<file path="config.mk">
export PLATFORM = sky130hd
export DESIGN_NAME = pio_irq_service_master
export DESIGN_NICKNAME = d
export VERILOG_FILES = /design/src/rtl/pio_irq_service_master.sv
export SDC_FILE = /design/constraint.sdc
export NUM_CORES = 1
export LEC_CHECK = 0
export CORE_UTILIZATION = 40
export DETAILED_ROUTE_END_ITERATION = 8
export PLACE_DENSITY = 0.78
export SETUP_SLACK_MARGIN = 0.02
export SYNTH_ARGS = -nofsm -noshare
export SYNTH_HDL_FRONTEND = slang
export SYNTH_SLANG_ARGS = --single-unit
</file>
<file path="constraint.sdc">
create_clock -name clk -period 6 [get_ports clk]
set_input_delay 1.5 -clock clk [delete_from_list [all_inputs] [get_ports clk]]
set_output_delay 1.5 -clock clk [all_outputs]
set_load 0.05 [all_outputs]
</file>
<file path="src/rtl/pio_irq_service_master.sv">
// Avalon-MM initiator for one PIO responder: initialises it, services its
// irq, publishes captured edges as events, and forwards fabric write commands.
module pio_irq_service_master #(
  parameter int               WIDTH         = 8,
  parameter logic [WIDTH-1:0] DIR_INIT      = '0,
  parameter logic [WIDTH-1:0] IRQ_MASK_INIT = WIDTH'(8'hFF),
  parameter int               READ_LATENCY  = 1
) (
  input  logic             clk,
  input  logic             reset_n,
  input  logic             irq_in,
  input  logic             cmd_valid,
  output logic             cmd_ready,
  input  logic [1:0]       cmd_op,
  input  logic [WIDTH-1:0] cmd_data,
  output logic             evt_valid,
  input  logic             evt_ready,
  output logic [WIDTH-1:0] evt_bits,
  output logic             evt_overflow,
  output logic [2:0]       avm_address,
  output logic             avm_chipselect,
  output logic             avm_write_n,
  output logic [31:0]      avm_writedata,
  input  logic [31:0]      avm_readdata,
  output logic             busy
);

  typedef enum logic [2:0] {
    INIT_DIR,
    INIT_MASK,
    IDLE,
    CMD_WR,
    RD_ADDR,
    RD_WAIT,
    CLR_WR
  } state_t;

  localparam logic [31:0] RD_MASK = 32'({WIDTH{1'b1}});
  localparam logic [15:0] WAIT_LAST = 16'(READ_LATENCY - 1);

  state_t           state;
  logic             init_go;
  logic             last_irq;
  logic [15:0]      wait_cnt;
  logic [WIDTH-1:0] capture;
  logic [31:0]      rd_masked;
  logic             take_irq;
  logic             post;
  logic             evt_hs;

  function automatic logic [2:0] op_addr(input logic [1:0] op);
    unique case (op)
      2'b00:   op_addr = 3'd0;
      2'b01:   op_addr = 3'd4;
      2'b10:   op_addr = 3'd5;
      default: op_addr = 3'd1;
    endcase
  endfunction

  // Bits above WIDTH never reach the PIO or the event stream.
  assign rd_masked = avm_readdata & RD_MASK;

  // A command that lost to the previous service gets the next slot.
  assign take_irq  = irq_in && !(last_irq && cmd_valid);
  assign cmd_ready = (state == IDLE) && !take_irq;
  assign busy      = (state != IDLE);
  assign post      = (state == CLR_WR);
  assign evt_hs    = evt_valid && evt_ready;

  // Sequencer; bus outputs are loaded together with the state they belong to.
  always_ff @(posedge clk or negedge reset_n) begin
    if (!reset_n) begin
      state          <= INIT_DIR;
      init_go        <= 1'b0;
      last_irq       <= 1'b0;
      wait_cnt       <= '0;
      capture        <= '0;
      avm_chipselect <= 1'b0;
      avm_write_n    <= 1'b1;
      avm_address    <= '0;
      avm_writedata  <= '0;
    end else begin
      avm_chipselect <= 1'b0;
      avm_write_n    <= 1'b1;
      unique case (state)
        INIT_DIR: begin
          if (!init_go) begin
            init_go        <= 1'b1;
            avm_chipselect <= 1'b1;
            avm_write_n    <= 1'b0;
            avm_address    <= 3'd1;
            avm_writedata  <= 32'(DIR_INIT);
          end else begin
            state          <= INIT_MASK;
            avm_chipselect <= 1'b1;
            avm_write_n    <= 1'b0;
            avm_address    <= 3'd2;
            avm_writedata  <= 32'(IRQ_MASK_INIT);
          end
        end
        INIT_MASK: state <= IDLE;
        IDLE: begin
          if (take_irq) begin
            state          <= RD_ADDR;
            avm_chipselect <= 1'b1;
            avm_address    <= 3'd3;
          end else if (cmd_valid) begin
            state          <= CMD_WR;
            avm_chipselect <= 1'b1;
            avm_write_n    <= 1'b0;
            avm_address    <= op_addr(cmd_op);
            avm_writedata  <= 32'(cmd_data);
          end
        end
        CMD_WR: begin
          last_irq <= 1'b0;
          state    <= IDLE;
        end
        RD_ADDR: begin
          wait_cnt <= '0;
          state    <= RD_WAIT;
        end
        RD_WAIT: begin
          if (wait_cnt == WAIT_LAST) begin
            capture <= rd_masked[WIDTH-1:0];
            if (rd_masked == '0) begin
              state <= IDLE;
            end else begin
              state          <= CLR_WR;
              avm_chipselect <= 1'b1;
              avm_write_n    <= 1'b0;
              avm_address    <= 3'd3;
              avm_writedata  <= rd_masked;
            end
          end else begin
            wait_cnt <= wait_cnt + 16'd1;
          end
        end
        CLR_WR: begin
          last_irq <= 1'b1;
          state    <= IDLE;
        end
        default: state <= IDLE;
      endcase
    end
  end

  // One-entry event buffer; merges services while the consumer stalls.
  always_ff @(posedge clk or negedge reset_n) begin
    if (!reset_n) begin
      evt_valid    <= 1'b0;
      evt_bits     <= '0;
      evt_overflow <= 1'b0;
    end else if (post) begin
      evt_valid <= 1'b1;
      if (evt_valid && !evt_ready) begin
        evt_bits     <= evt_bits | capture;
        evt_overflow <= 1'b1;
      end else begin
        evt_bits     <= capture;
        evt_overflow <= 1'b0;
      end
    end else if (evt_hs) begin
      evt_valid    <= 1'b0;
      evt_bits     <= '0;
      evt_overflow <= 1'b0;
    end
  end

endmodule

</file>
==> results.tsv, run 1 <==
metric	value	unit
CTS tree	yes	
Finish-stage setup viols	0	
critical path class	in2out	
FMAX	211.2	MHz
WP data arrival	3230	ps
Iteration-0 DRC Markers	132	
RD Place Congestion	0.8245	
Starting Density	42.36	%
Hold Crit Endpoint	evt_bits[5]	
root buffer cell	clkbuf_8	
worst min-delay path category	reg2reg	
CP max-delay cell	clkdlybuf4s50_1	
post-synthesis compound-gate area fraction	14.73	%
syn avg cell area	11.09	um2
router iterations before antenna repair	6	
ys flop type	dfrtp_1	
Core Area	6495	um2
layout cells sized above 1	13.27	%
Slew Limit Fails	0	
Switching Fraction	44.48	%
mux cell area share after synthesis	9.595	%
final wirelength	5584	um
Clock power frac	11.9	%
first-pass GRT wire length	8942	um
Die H	84.94	um
worst-skew pair later-pin latency	300	ps
gr busiest metal	met2	
number of global-route vias before repair	1881	
cts-stage hold buffer count	0	
CP cell instances	clkdlybuf4s50_1, a21boi_1, nor2_1, clkdlybuf4s50_1	
Final TNS setup	0	ps
worst path required time	4500	ps
Clock Tree Buf Depth	2	
largest family of logic cells by synthesized area	simple AND/OR/NAND/NOR gates	
number of synthesized flops with an enable pin	0	
CP peak stage delay	710	ps
Yosys warning count	0	
unrepaired setup endpoints after global routing	false	
critical hold path startpoint	evt_bits[5]	
Clock Skews	5.252	ps
Place WS	1251	ps
TritonCTS buffer count	5	
ys async rst share	100.0	%
width of the die	84.94	um
DRC Markers	4	
Final #Nets	344	
GR Layer Usage met1	21.36	%
Ant. Diodes	0	
num ports	96	
Crit path max-delay family	buffers and inverters	
met2 GRT Util	25.06	%
Leak Pwr	0.001418	uW
Final ANT Viol Nets	0	
Post-Layout Inst Area	3253	um2
combinational power share	54.6	%
post-synth top area share	46.38	%
Setup Buffers After CTS	0	
CP dominant cell by count	clkdlybuf4s50_1	
cts repair resizes	0	
fillers	577	
GR Layer Usage met3	3.016	%
Distinct cells, synth	54	
Seq/Total Area, Yosys	47.34	%
failing checks	design-rule violations	
Tcrit/Tclk final	78.91	%
clk sinks	52	
Clock Pin Slew Worst Setup and Hold Paths	90	ps
setup ws final	1265	ps
Seq cells post-synth	52	
largest net degree at the start of global routing	53	
H-tree depth	2	
final hold violation count	0	
Port Buf Inserts	47	
dpl hpwl	4102	um
switching pwr	721.8	uW
vias	2058	
Pwr Density	498.8	nW/um2
Max VDD drop	0.0003699	V
Post-Synth Adder-Cell Area	1.819	%
Post-Synth XOR/XNOR Area	1.273	%
Max-slew headroom	24.60	%
initial antenna violation count	0	
Cell Area, Placed	3172	um2
vias per cell	5.547	
total congestion overflow	0	
outcome	finished with violations	
CP bufs+invs	2	
Syn Inst Count	248	
Area contributors post-synth	dfrtp_1, buf_4, mux2_2, mux2_4, a221o_1	
crit end category	output port	
Synth area leader	dfrtp_1	
Min Clock Period, post-route	4735	ps
sequential share of power	33.5	%
worst-path fanout max	7	
R2R depth	6	
r2r endpoint	avm_writedata[3]	
Die Footprint	7214	um2
Max Cap Viol	0	
Syn-to-layout area delta	18.24	%
num rows	29	
startpoint types	input port	
Avg WL per Cell	15.05	um
Post-Synth Simple-Gate Area	15.23	%
worst r2r src	wait_cnt[0]	
GRT Util Overall	15.78	%
Syn Std Cell Area	2751	um2
P_int	900.8	uW
Reg2Reg Setup Slack	3670	ps
worst hold stages	1	
post-layout util	50.09	%
worst-margin pin slew	1131	ps
==> synthesized netlist by cell type, drive strengths merged (3+ instances only) <==
master	instances
a21oi	14
a221o	8
a22o	8
and2	3
and3	4
and4	4
buf	30
dfrtp	51
ha	4
inv	11
mux2	19
nand2	8
nand3	6
nand4	5
nor2	15
nor4	5
o21ai	8
o31ai	4
or3	5
or4	3
xnor2	3
==> metrics by stage <==
stage                     hold slack (ps)  power, uW  cells
after floorplan                     455.7       1211    271
after global placement              477.5       1424    363
after detailed placement            484.9       1440    363
after CTS                           507.8       1635    371
after global routing                519.9       1699    371
final                               500.3       1623    371
==> sequential cells by signal, summed over array words and instances, names as in the netlist, 3 cells and up <==
signal / cells
avm_address: 3
avm_writedata: 8
capture: 8
evt_bits: 8
state: 3
wait_cnt: 16
==> cell families after synthesis <==
group,count (synthesis)
and+or+nand+nor,69
xor gates and xnor gates,4
adders and majority gates,4
other,1
DFF,52
buffers and inverters,43
AOI/OAI and AO/OA,54
muxes,21
==> worst max path at each step <==
| stage | from | to | cells past startpoint |
|---|---|---|---|
| after floorplan | irq_in | cmd_ready | 2 |
| after global placement | irq_in | cmd_ready | 4 |
| after detailed placement | irq_in | cmd_ready | 4 |
| after CTS | irq_in | cmd_ready | 4 |
| after global routing | irq_in | cmd_ready | 4 |
| final | irq_in | cmd_ready | 4 |
==> cells in the final DEF, fill, tap and decap left out, drive strengths merged, types with 2 or more instances in the layout <==
cell,count
nand4,5
o22ai,2
and2,3
nand2b,2
mux2,19
conb,24
nor4,5
ha,4
dfrtp,51
nor3,2
xnor2,3
or2,2
or3b,2
clkdlybuf4s50,46
or3,5
nand2,8
and4,4
o21ai,8
a22o,8
mux2i,2
nand3,6
or4,3
inv,11
a221o,8
and3,4
clkbuf,7
o31ai,4
a21oi,14
nor2,15
==> worst reg2reg max path, delay by kind of cell (launching register included) <==
| family | cells | cell delay, ps |
|---|---|---|
| AOI/OAI and AO/OA | 1 | 270 |
| and+or+nand+nor | 2 | 870 |
| DFF | 1 | 460 |
| muxes | 1 | 340 |
| buffers and inverters | 1 | 110 |
| adders and majority gates | 1 | 150 |
==> metal layers <==
metal | up-vias | wire, um
met5 | - | 0
met4 | 0 | 70
met3 | 5 | 274
met2 | 64 | 2799
met1 | 1031 | 2440
li1 | 958 | -
==> cell type report <==
cell class                      count  area (um2)  share of cell area [%]
Timing Repair Buffer               47       465.4                   14.31
Inverter                           11       43.79                   1.346
Clock inverter                      1       5.005                  0.1538
Sequential cell                    52        1303                   40.04
Tap cell                           77       96.34                   2.962
Multi-Input combinational cell    176        1264                   38.85
Clock buffer                        7       76.32                   2.346
==> power groups by stage <==
| stage | clock (uW) | combinational (uW) | sequential, uW |
|---|---|---|---|
| detailed placement | 0 | 889 | 551 |
| finish | 193 | 887 | 543 |
| floorplan | 0 | 439 | 772 |
| CTS | 198 | 893 | 544 |
| global route | 212 | 931 | 557 |
| global placement | 0 | 878 | 546 |
Note: power is estimated with default switching activity, not from simulation.
==> inputs of run 2 (changes only) <==
Clock period 6 ns to 4.41 ns, I/O delays scaled along.
==> results.tsv, run 2 (synthesis results as in run 1) <==
metric	value	unit	change
largest net degree at the start of global routing	53		unchanged
critical path endpoint	cmd_ready		
Iteration-0 DRC Markers	135		+2.3%
number of global-route vias before repair	1889		+0.43%
DRC Markers	4		unchanged
Crit path max-delay family	buffers and inverters		
H-tree depth	2		unchanged
Leak Pwr	0.001424	uW	+0.44%
Clock Skews	10.98	ps	+5.728 ps
final hold violation count	0		unchanged
post-layout util	50.24	%	+0.15 points
critical path launch point	irq_in		
unrepaired setup endpoints after global routing	false		
non-filler cells in the finished layout	371		unchanged
router iterations before antenna repair	6		unchanged
final wirelength	5487	um	-1.7%
Switching Fraction	45.09	%	+0.61 points
FMAX	252.8	MHz	
layout cells sized above 1	13.95	%	+0.68 points
cts-stage hold buffer count	0		unchanged
P_int	1228	uW	+36%
CP peak stage delay	720	ps	about the same
Power, Total	2236	uW	+38%
Port Buf Inserts	47		unchanged
CP cell instances	clkdlybuf4s50_1, a21boi_1, nor2_1, clkdlybuf4s50_1		
dpl hpwl	4026	um	-1.9%
Tcrit/Tclk final	89.68	%	
failing checks	design-rule violations		
total number of cells along the worst setup path	4		unchanged
fillers	579		+0.35%
commonest cells after routing, fill and taps aside	dfrtp_1, clkdlybuf4s50_1, conb_1		
Final #Nets	344		unchanged
first-pass GRT wire length	8976	um	+0.38%
critical path class	in2out		
Setup Buffers After CTS	0		unchanged
worst path required time	3310	ps	-1190 ps
sequential share of power	33.1	%	-0.4 points
worst r2r src	wait_cnt[0]		
vias	2000		-2.8%
worst-path fanout max	7		unchanged
startpoint types	input port		
Min Clock Period, post-route	3955	ps	
Ant. Diodes	0		unchanged
Final TNS setup	0	ps	unchanged
vias per cell	5.391		-2.8%
width of the die	84.94	um	unchanged
Max-slew headroom	24.85	%	+0.26 points
Clock Pin Slew Worst Setup and Hold Paths	100	ps	about the same
Pwr Density	685.2	nW/um2	+37%
crit end category	output port		
Final ANT Viol Nets	0		unchanged
Reg2Reg Setup Slack	2080	ps	-1590 ps
Die Footprint	7214	um2	unchanged
Syn-to-layout area delta	18.60	%	
Core Area	6495	um2	unchanged
most flop-heavy register	wait_cnt		
Finish-stage setup viols	0		unchanged
initial antenna violation count	0		unchanged
Post-Layout Inst Area	3263	um2	+0.31%
r2r endpoint	avm_writedata[3]		
Max Cap Viol	0		unchanged
cts repair resizes	0		unchanged
switching pwr	1008	uW	+40%
worst-skew pair later-pin latency	330	ps	+30 ps
CP bufs+invs	2		unchanged
Die H	84.94	um	unchanged
WP data arrival	2850	ps	-380 ps
CTS tree	yes		
CP max-delay cell	clkdlybuf4s50_1		
outcome	finished with violations		
TritonCTS buffer count	5		unchanged
worst-margin pin slew	1127	ps	-3.859 ps
most common cell after layout, fill and taps aside	dfrtp_1		
num ports	96		unchanged
max reg flops	16		unchanged
placed cell count	363		unchanged
Starting Density	42.36	%	unchanged
total congestion overflow	0		unchanged
R2R depth	6		unchanged
clk sinks	52		unchanged
Clock Tree Buf Depth	2		unchanged
GRT Util Overall	16.00	%	+0.22 points
Slew Limit Fails	0		unchanged
Cell Area, Placed	3172	um2	unchanged
Max VDD drop	0.0004924	V	+33%
combinational power share	54.0	%	-0.6 points
RD Place Congestion	0.8253		about the same
num rows	29		unchanged
Clock power frac	12.9	%	+1.0 points
root buffer cell	clkbuf_8		
CP dominant cell by count	clkdlybuf4s50_1		
Avg WL per Cell	14.79	um	-1.7%
worst min-delay path category	reg2reg		
[run 2: worst min path at each step]
stage,cells after the start,to,start
4_1_cts,1,init_go,init_go
3_3_place_gp,1,evt_overflow,evt_overflow
2_1_floorplan,1,init_go,init_go
3_5_place_dp,1,evt_bits[4],evt_bits[4]
5_1_grt,1,evt_bits[1],evt_bits[1]
6_report,1,evt_bits[5],evt_bits[5]
[run 2: power groups by stage]
stage                     clock network (uW)  logic (uW)  registers, uW
after floorplan                            0         597           1050
after global placement                     0        1190            742
after detailed placement                   0        1210            751
after CTS                                293        1210            740
after global routing                     311        1260            759
final                                    289        1210            740
[run 2: metrics by stage]
stage,hold slack [ps],worst slack (ps)
2_1_floorplan,455.7,1365
3_3_place_gp,477.6,458.0
3_5_place_dp,485.9,467.2
4_1_cts,509.2,450.8
5_1_grt,524.4,298.2
6_report,506.7,455.0
[run 2: metal layers]
metal / share of wire, % / vias up / track usage, %
met2: 47 / 57 / 25.72
met5: 0 / - / 0
met3: 4.9 / 7 / 4.669
met1: 47 / 985 / 20.88
met4: 1.4 / 0 / 5.239
li1: - / 951 / -
[run 2: final cells by class]
class                      instances  area (um2)  area share [%]
multi-input combinational        176        1264           38.73
tap                               77       96.34           2.952
clock buffer                       5       68.82           2.109
timing repair buffer              47       465.4           14.26
sequential                        52        1303           39.92
inverter                          11       43.79           1.342
clock inverter                     3       22.52          0.6902
